### src/rtl/riscv_multicycle_control_if.sv
// Bundle of control, strobe and debug signals between the multi-cycle control
// FSM (master) and the datapath/memories that it sequences (slave).
interface riscv_multicycle_control_if;
    logic [31:0] instruction;
    logic        Zero;
    logic        dmem_ack;
    logic        iMemRead;
    logic        MemRead;
    logic        MemWrite;
    logic        PCSrc;
    logic        ALUSrc;
    logic        RegWrite;
    logic        MemtoReg;
    logic        loadPC;
    logic [3:0]  ALUCtrl;
    logic        retire;
    logic [2:0]  state;
    logic        illegal;

    // Handshake: strobes (iMemRead, MemRead, MemWrite) are held high every cycle
    // until the slave completes; a data access completes in the cycle dmem_ack is
    // high while MemRead/MemWrite is high, and dmem_ack at any other time is ignored.
    modport master (
        input  instruction, Zero, dmem_ack,
        output iMemRead, MemRead, MemWrite, PCSrc, ALUSrc, RegWrite, MemtoReg,
               loadPC, ALUCtrl, retire, state, illegal
    );

    modport slave (
        output instruction, Zero, dmem_ack,
        input  iMemRead, MemRead, MemWrite, PCSrc, ALUSrc, RegWrite, MemtoReg,
               loadPC, ALUCtrl, retire, state, illegal
    );
endinterface

### src/rtl/riscv_multicycle_control.sv
// Multi-cycle control FSM for the simple RISC-V datapath.
// Sequences FETCH -> DECODE -> EXECUTE -> (MEM) -> (WRITEBACK) and decodes the
// datapath controls from the registered state and the current instruction.
// Optional feature macro: ILLEGAL_TRAP_EN (illegal instruction halts the core and
// sets the sticky illegal flag; otherwise an illegal instruction retires as a NOP).
module riscv_multicycle_control #(
    parameter bit USE_DMEM_ACK = 1'b1
) (
    input  logic                          clk,
    input  logic                          rst,
    riscv_multicycle_control_if.master    bus
);
    typedef enum logic [2:0] {
        S_FETCH     = 3'd0,
        S_DECODE    = 3'd1,
        S_EXECUTE   = 3'd2,
        S_MEM       = 3'd3,
        S_WRITEBACK = 3'd4,
        S_HALT      = 3'd5
    } state_t;

    typedef enum logic [2:0] {C_ALU, C_LW, C_SW, C_BEQ, C_ILL} iclass_t;

    localparam logic [3:0] ALU_AND = 4'b0000;
    localparam logic [3:0] ALU_OR  = 4'b0001;
    localparam logic [3:0] ALU_ADD = 4'b0010;
    localparam logic [3:0] ALU_SUB = 4'b0110;
    localparam logic [3:0] ALU_LT  = 4'b0111;
    localparam logic [3:0] ALU_SRL = 4'b1000;
    localparam logic [3:0] ALU_SLL = 4'b1001;
    localparam logic [3:0] ALU_SRA = 4'b1010;
    localparam logic [3:0] ALU_XOR = 4'b1101;

    state_t      state_q, state_n;
    iclass_t     iclass;
    logic [3:0]  dec_alu;
    logic        dec_src;
    logic        illegal_n;
    logic        mem_done;
    logic        o_imem_read, o_mem_read, o_mem_write, o_pc_src, o_alu_src;
    logic        o_reg_write, o_mem_to_reg, o_load_pc;
    logic [3:0]  o_alu_ctrl;

    wire [6:0] opcode = bus.instruction[6:0];
    wire [2:0] funct3 = bus.instruction[14:12];
    wire [6:0] funct7 = bus.instruction[31:25];

    // Zero feeds the datapath PC mux directly; register/immediate fields are datapath-only.
    logic unused_bits;
    assign unused_bits = ^{bus.Zero, bus.instruction[24:15], bus.instruction[11:7]};

    // Data access completes on ack, or after a single cycle when ack is not used.
    assign mem_done = USE_DMEM_ACK ? bus.dmem_ack : 1'b1;

    // Instruction classification and ALU operation select.
    always_comb begin
        iclass  = C_ILL;
        dec_alu = ALU_ADD;
        dec_src = 1'b0;
        case (opcode)
            7'b0110011: begin
                if (funct7 == 7'b0000000) begin
                    iclass = C_ALU;
                    case (funct3)
                        3'd0: dec_alu = ALU_ADD;
                        3'd1: dec_alu = ALU_SLL;
                        3'd2: dec_alu = ALU_LT;
                        3'd4: dec_alu = ALU_XOR;
                        3'd5: dec_alu = ALU_SRL;
                        3'd6: dec_alu = ALU_OR;
                        3'd7: dec_alu = ALU_AND;
                        default: iclass = C_ILL;
                    endcase
                end else if (funct7 == 7'b0100000 && funct3 == 3'd0) begin
                    iclass  = C_ALU;
                    dec_alu = ALU_SUB;
                end else if (funct7 == 7'b0100000 && funct3 == 3'd5) begin
                    iclass  = C_ALU;
                    dec_alu = ALU_SRA;
                end
            end
            7'b0010011: begin
                dec_src = 1'b1;
                iclass  = C_ALU;
                case (funct3)
                    3'd0: dec_alu = ALU_ADD;
                    3'd2: dec_alu = ALU_LT;
                    3'd4: dec_alu = ALU_XOR;
                    3'd6: dec_alu = ALU_OR;
                    3'd7: dec_alu = ALU_AND;
                    3'd1: begin
                        dec_alu = ALU_SLL;
                        if (funct7 != 7'b0000000) iclass = C_ILL;
                    end
                    3'd5: begin
                        if (funct7 == 7'b0000000)      dec_alu = ALU_SRL;
                        else if (funct7 == 7'b0100000) dec_alu = ALU_SRA;
                        else                           iclass  = C_ILL;
                    end
                    default: iclass = C_ILL;
                endcase
            end
            7'b0000011: begin
                dec_src = 1'b1;
                if (funct3 == 3'b010) iclass = C_LW;
            end
            7'b0100011: begin
                dec_src = 1'b1;
                if (funct3 == 3'b010) iclass = C_SW;
            end
            7'b1100011: begin
                dec_alu = ALU_SUB;
                if (funct3 == 3'b000) iclass = C_BEQ;
            end
            default: iclass = C_ILL;
        endcase
    end

    // State register; reset aborts whatever instruction is in flight.
    always_ff @(posedge clk) begin
        if (rst) state_q <= S_FETCH;
        else     state_q <= state_n;
    end

    // Next-state and control outputs from the registered state, forced low in reset.
    always_comb begin
        state_n      = state_q;
        illegal_n    = 1'b0;
        o_imem_read  = 1'b0;
        o_mem_read   = 1'b0;
        o_mem_write  = 1'b0;
        o_pc_src     = 1'b0;
        o_alu_src    = 1'b0;
        o_reg_write  = 1'b0;
        o_mem_to_reg = 1'b0;
        o_load_pc    = 1'b0;
        o_alu_ctrl   = 4'b0000;
        case (state_q)
            S_FETCH: begin
                o_imem_read = 1'b1;
                state_n     = S_DECODE;
            end
            S_DECODE: begin
                if (iclass == C_ILL) begin
`ifdef ILLEGAL_TRAP_EN
                    state_n   = S_HALT;
                    illegal_n = 1'b1;
`else
                    state_n   = S_WRITEBACK;
`endif
                end else begin
                    state_n = S_EXECUTE;
                end
            end
            S_EXECUTE: begin
                o_alu_src  = dec_src;
                o_alu_ctrl = dec_alu;
                case (iclass)
                    C_LW, C_SW: state_n = S_MEM;
                    C_BEQ: begin
                        o_pc_src  = 1'b1;
                        o_load_pc = 1'b1;
                        state_n   = S_FETCH;
                    end
                    default: state_n = S_WRITEBACK;
                endcase
            end
            S_MEM: begin
                o_alu_src  = dec_src;
                o_alu_ctrl = dec_alu;
                if (iclass == C_LW) o_mem_read  = 1'b1;
                else                o_mem_write = 1'b1;
                if (mem_done) begin
                    if (iclass == C_LW) begin
                        state_n = S_WRITEBACK;
                    end else begin
                        o_load_pc = 1'b1;
                        state_n   = S_FETCH;
                    end
                end
            end
            S_WRITEBACK: begin
                o_alu_src    = dec_src;
                o_alu_ctrl   = dec_alu;
                o_reg_write  = (iclass != C_ILL);
                o_mem_to_reg = (iclass == C_LW);
                o_load_pc    = 1'b1;
                state_n      = S_FETCH;
            end
            S_HALT: state_n = S_HALT;
            default: state_n = S_FETCH;
        endcase
        if (rst) begin
            o_imem_read  = 1'b0;
            o_mem_read   = 1'b0;
            o_mem_write  = 1'b0;
            o_pc_src     = 1'b0;
            o_alu_src    = 1'b0;
            o_reg_write  = 1'b0;
            o_mem_to_reg = 1'b0;
            o_load_pc    = 1'b0;
            o_alu_ctrl   = 4'b0000;
        end
    end

`ifdef ILLEGAL_TRAP_EN
    logic illegal_q;

    // Sticky illegal flag, cleared only by reset.
    always_ff @(posedge clk) begin
        if (rst)            illegal_q <= 1'b0;
        else if (illegal_n) illegal_q <= 1'b1;
    end

    assign bus.illegal = illegal_q & ~rst;
`else
    logic unused_illegal_n;
    assign unused_illegal_n = illegal_n;
    assign bus.illegal      = 1'b0;
`endif

    assign bus.iMemRead = o_imem_read;
    assign bus.MemRead  = o_mem_read;
    assign bus.MemWrite = o_mem_write;
    assign bus.PCSrc    = o_pc_src;
    assign bus.ALUSrc   = o_alu_src;
    assign bus.RegWrite = o_reg_write;
    assign bus.MemtoReg = o_mem_to_reg;
    assign bus.loadPC   = o_load_pc;
    assign bus.retire   = o_load_pc;
    assign bus.ALUCtrl  = o_alu_ctrl;
    assign bus.state    = state_q;
endmodule
### src/flat_wrapper.sv
// flat-port wrapper written by rule: the top's interface ports become plain ports
module riscv_multicycle_control_flat 
#(
    parameter bit USE_DMEM_ACK = 1'b1
)
  (clk, rst, bus_instruction, bus_Zero, bus_dmem_ack, bus_iMemRead, bus_MemRead, bus_MemWrite, bus_PCSrc, bus_ALUSrc, bus_RegWrite, bus_MemtoReg, bus_loadPC, bus_ALUCtrl, bus_retire, bus_state, bus_illegal);
  riscv_multicycle_control_if bus_i ();
  input  logic clk;
  input  logic rst;
  input wire logic [$bits(bus_i.instruction)-1:0] bus_instruction;
  input wire logic [$bits(bus_i.Zero)-1:0] bus_Zero;
  input wire logic [$bits(bus_i.dmem_ack)-1:0] bus_dmem_ack;
  output wire logic [$bits(bus_i.iMemRead)-1:0] bus_iMemRead;
  output wire logic [$bits(bus_i.MemRead)-1:0] bus_MemRead;
  output wire logic [$bits(bus_i.MemWrite)-1:0] bus_MemWrite;
  output wire logic [$bits(bus_i.PCSrc)-1:0] bus_PCSrc;
  output wire logic [$bits(bus_i.ALUSrc)-1:0] bus_ALUSrc;
  output wire logic [$bits(bus_i.RegWrite)-1:0] bus_RegWrite;
  output wire logic [$bits(bus_i.MemtoReg)-1:0] bus_MemtoReg;
  output wire logic [$bits(bus_i.loadPC)-1:0] bus_loadPC;
  output wire logic [$bits(bus_i.ALUCtrl)-1:0] bus_ALUCtrl;
  output wire logic [$bits(bus_i.retire)-1:0] bus_retire;
  output wire logic [$bits(bus_i.state)-1:0] bus_state;
  output wire logic [$bits(bus_i.illegal)-1:0] bus_illegal;
  assign bus_i.instruction = bus_instruction;
  assign bus_i.Zero = bus_Zero;
  assign bus_i.dmem_ack = bus_dmem_ack;
  assign bus_iMemRead = bus_i.iMemRead;
  assign bus_MemRead = bus_i.MemRead;
  assign bus_MemWrite = bus_i.MemWrite;
  assign bus_PCSrc = bus_i.PCSrc;
  assign bus_ALUSrc = bus_i.ALUSrc;
  assign bus_RegWrite = bus_i.RegWrite;
  assign bus_MemtoReg = bus_i.MemtoReg;
  assign bus_loadPC = bus_i.loadPC;
  assign bus_ALUCtrl = bus_i.ALUCtrl;
  assign bus_retire = bus_i.retire;
  assign bus_state = bus_i.state;
  assign bus_illegal = bus_i.illegal;
  riscv_multicycle_control #(.USE_DMEM_ACK(USE_DMEM_ACK)) u_core (.clk(clk), .rst(rst), .bus(bus_i));
endmodule
### config.mk
export PLATFORM = sky130hd
export DESIGN_NAME = riscv_multicycle_control_flat
export DESIGN_NICKNAME = d
export VERILOG_FILES = /design/src/rtl/riscv_multicycle_control_if.sv /design/src/rtl/riscv_multicycle_control.sv /design/src/flat_wrapper.sv
export SDC_FILE = /design/constraint.sdc
export NUM_CORES = 1
export LEC_CHECK = 0
export BUFFER_PORTS_ARGS = -buffer_cell sky130_fd_sc_hd__buf_4
export CAP_MARGIN = 10
export CELL_PAD_IN_SITES_DETAIL_PLACEMENT = 1
export CELL_PAD_IN_SITES_GLOBAL_PLACEMENT = 1
export CORE_UTILIZATION = 25
export DETAILED_ROUTE_END_ITERATION = 10
export PLACE_DENSITY_LB_ADDON = 0.1
export SKIP_LAST_GASP = 1
export SLEW_MARGIN = 10
export SYNTH_ARGS = -nofsm -noshare
export SYNTH_HDL_FRONTEND = slang
export SYNTH_SLANG_ARGS = --single-unit
### constraint.sdc
create_clock -name clk -period 2.1 [get_ports clk]
set_input_delay 0 -clock clk [delete_from_list [all_inputs] [get_ports clk]]
set_output_delay 0 -clock clk [all_outputs]
set_load 0.1 [all_outputs]
==> flow_metrics.py <==
metrics = {
    "yosys": {
        "ys_top_cells_by_area": "dfxtp_1, nor2_1, o21ai_0",
        "ys_types": 38,
        "synthAdderAreaFrac_pct": 0,
        "synth-seq-cells": 3,
        "syn-num-nets": 134,
        "synth-edff-count": 0,
        "synth_cells": 98,
        "synthMuxAreaShare_pct": 1.56,
        "synth.most_common_cell": "nor2_1",
        "syn_area_per_cell_um2": 6.54,
        "synth-compound-area-share_pct": 32.6,
        "seq_area_frac_synth_pct": 9.38,
        "yosys.area.top_type": "dfxtp_1",
        "yosys.area_share.simple_pct": 44.1,
        "synth_area_um2": 641,
        "yosys.area_share.xor_xnor_pct": 4.10,
        "synth_commonest_cells": "nor2_1, clkbuf_1, o21ai_0, a21oi_1, nor3_1",
        "synth_ff_type": "dfxtp_1",
        "async_reset_ff_share_pct": 0,
        "synth_top_area_share_pct": 9.38,
        "synth_warnings": 0,
        "synth_top_family_by_area": "simple AND/OR/NAND/NOR gates",
    },
    "worst_setup_path": {
        "worstPathArrival_ps": 1980,
        "reg2reg_to": "u_core.bus.state[2]",
        "crit_path_start_kind": "flip-flop",
        "cp.required_ps": 2100,
        "critical_path.startpoint": "u_core.bus.state[1]",
        "end_kind": "output port",
        "r2r_cells": 4,
        "worstSetupPathType": "reg2out",
        "critPathCapture": "bus_ALUCtrl[2]",
        "rr_startpoint": "u_core.bus.state[0]",
        "cp_max_fo": 9,
        "timing.reg2reg.setup_slack_ps": 560,
    },
    "clock_network": {
        "clk_latency_ps": 240,
        "cts_sinks": 3,
        "cts_buffers": 3,
        "clock_path_buffers": 2,
        "post_cts_buffers": 0,
        "cts-htree-levels": 1,
        "hold_buffers": 0,
        "path_clk_slew_ps": 40,
        "cts_tree": "yes",
        "cts_root_buf": "clkbuf_4",
    },
    "floorplan": {
        "die_y_um": 52.6,
        "core_um2": 2320,
        "die_w_um": 52.6,
        "die_area_um2": 2770,
        "start_util_pct": 27.6,
        "ios": 53,
        "rows": 17,
    },
    "grt": {
        "grt_pass1_vias": 848,
        "grt_max_degree": 14,
        "antenna_found_initial": 0,
        "grt_usage_pct": 18.6,
        "grt_overflow": 0,
        "grt_pass1_wl_um": 3800,
    },
    "sta": {
        "min_period_over_period_pct": 94.5,
        "hold_viol_final": 0,
        "max_clock_freq_mhz": 504,
        "final-max-slew-violation-count": 0,
        "fin_crit_ps": 1980,
        "finalClockSkew_ps": 7.91,
        "setup_ws_ps": 115,
        "holdWs_ps": 69.7,
        "setup_viol": 0,
        "rsz0062_at_grt": "false",
    },
    "finish": {
        "final_layout_size_suffix_gt1_share_pct": 47.3,
        "largest_reg_flops": 3,
        "nets": 166,
        "postLayoutCellArea_um2": 1080,
        "antennaDiodeCount": 0,
        "area_growth_pct": 69.1,
    },
    "drt": {
        "drt_pass1_iterations": 4,
        "ant_nets": 0,
        "drtIter0Drc": 10,
        "via_count": 861,
        "detail_route.wl_per_cell_um": 14.6,
        "drt_wl_total_um": 2290,
        "viasPerCell": 5.48,
        "drc": 0,
    },
    "flow_run": {
        "drv_cap": 0,
    },
    "power": {
        "power.leakage_uw": 0.000408,
        "power_frac_seq_pct": 18.8,
        "power.internal_uw": 211,
        "pwr-share-comb_pct": 57.2,
        "switching_share_pct": 52.4,
        "power.density_nw_per_um2": 409,
        "ir_drop_uv": 370,
        "clkPwrFrac_pct": 24.1,
        "switching_power_uw": 232,
    },
    "placement": {
        "hpwl_um": 1820,
        "gp_congestion": 0.734,
        "io_buffer_count": 35,
        "post-place-ws_ps": 186,
        "placed_area_um2": 1050,
    },
    "worst_hold_path": {
        "hp-class": "in2reg",
    },
    "run_status": {
        "status": "complete, no violations",
    },
}
==> kinds of logic after synthesis <==
kind of cell	count (synthesis)
flops	3
mux	1
buf+inv	11
compound gates	30
simple gates	49
other cells	1
xor+xnor	3
==> metrics by stage <==
step	power [uW]	setup TNS [ps]	instances	util, %
after floorplan	273	-808	98	-
after global placement	333	0	153	45.4
after detailed placement	338	0	153	45.4
after CTS	449	0	157	46.6
after global routing	472	0	157	46.7
final	443	0	157	46.7
==> critical path, stage by stage (launching register included) <==
cell and delay [ps]:
dfxtp_4 360, nand2b_4 200, o21ai_0 160, nand2b_1 180
a211o_1 350, o32ai_4 240, buf_6 260
==> worst min-delay path by stage <==
stage / endpoint / start / cells after the start / slack, ps
after global placement: u_core.bus.state[0] / rst / 2 / 320
final: u_core.bus.state[0] / rst / 2 / 70
after global routing: u_core.bus.state[0] / rst / 2 / 80
after CTS: u_core.bus.state[0] / rst / 2 / 70
after detailed placement: u_core.bus.state[0] / rst / 2 / 330
after floorplan: bus_ALUSrc / bus_instruction[6] / 1 / 100
==> layout by cell type (no fill, tap or decap), drive strengths merged <==
master / synthesis / layout
dfxtp: 3 / 3
inv: 2 / 2
nand3b: 2 / 2
o21ai: 7 / 7
or3: 1 / 1
a211oi: 4 / 4
nand4b: 1 / 1
mux2i: 1 / 1
xor2: 2 / 2
nor4: 3 / 3
o32ai: 2 / 2
o21a: 1 / 1
nor2b: 4 / 4
a32oi: 1 / 1
nand2: 5 / 5
buf: 2 / 36
nand2b: 5 / 5
clkbuf: 7 / 4
xnor2: 1 / 1
nor4b: 2 / 2
a21boi: 1 / 1
a21bo: 1 / 1
nor4bb: 1 / 1
a211o: 2 / 2
nor3b: 1 / 1
o22ai: 2 / 2
a311oi: 1 / 1
o211ai: 1 / 1
a21oi: 6 / 6
nand3: 3 / 3
nor3: 7 / 7
conb: 1 / 1
or4: 1 / 1
a31o: 1 / 1
nor2: 13 / 13
==> what timing repair did <==
action                                  in CTS  in global routing
endpoints found under the setup margin       0                  1
gates resized for setup                      0                  1
endpoints found under the hold margin        0                  0
==> per-layer routing <==
| metal | routed length [um] | track usage, % | vias to the layer above |
|---|---|---|---|
| li1 | - | - | 425 |
| met4 | 0 | 1.32 | 0 |
| met3 | 132 | 5.51 | 0 |
| met2 | 1100 | 31.6 | 31 |
| met5 | 0 | 0 | - |
| met1 | 1060 | 23.7 | 405 |
==> layout make-up <==
cell class | instances | area (um2)
inverter | 2 | 7.51
tap | 28 | 35.0
timing repair buffer | 36 | 274
multi-input combinational | 84 | 672
clock buffer | 4 | 26.3
sequential | 3 | 68.8
fill | 309 | 1230
==> power by group through the flow <==
stage	registers, uW	logic, uW	clock network (uW)
2_1_floorplan	103	170	0
3_3_place_gp	83.1	250	0
3_5_place_dp	84.0	254	0
4_1_cts	83.2	255	111
5_1_grt	84.5	269	119
6_report	83.2	253	107
(Power assumes the default switching activity.)
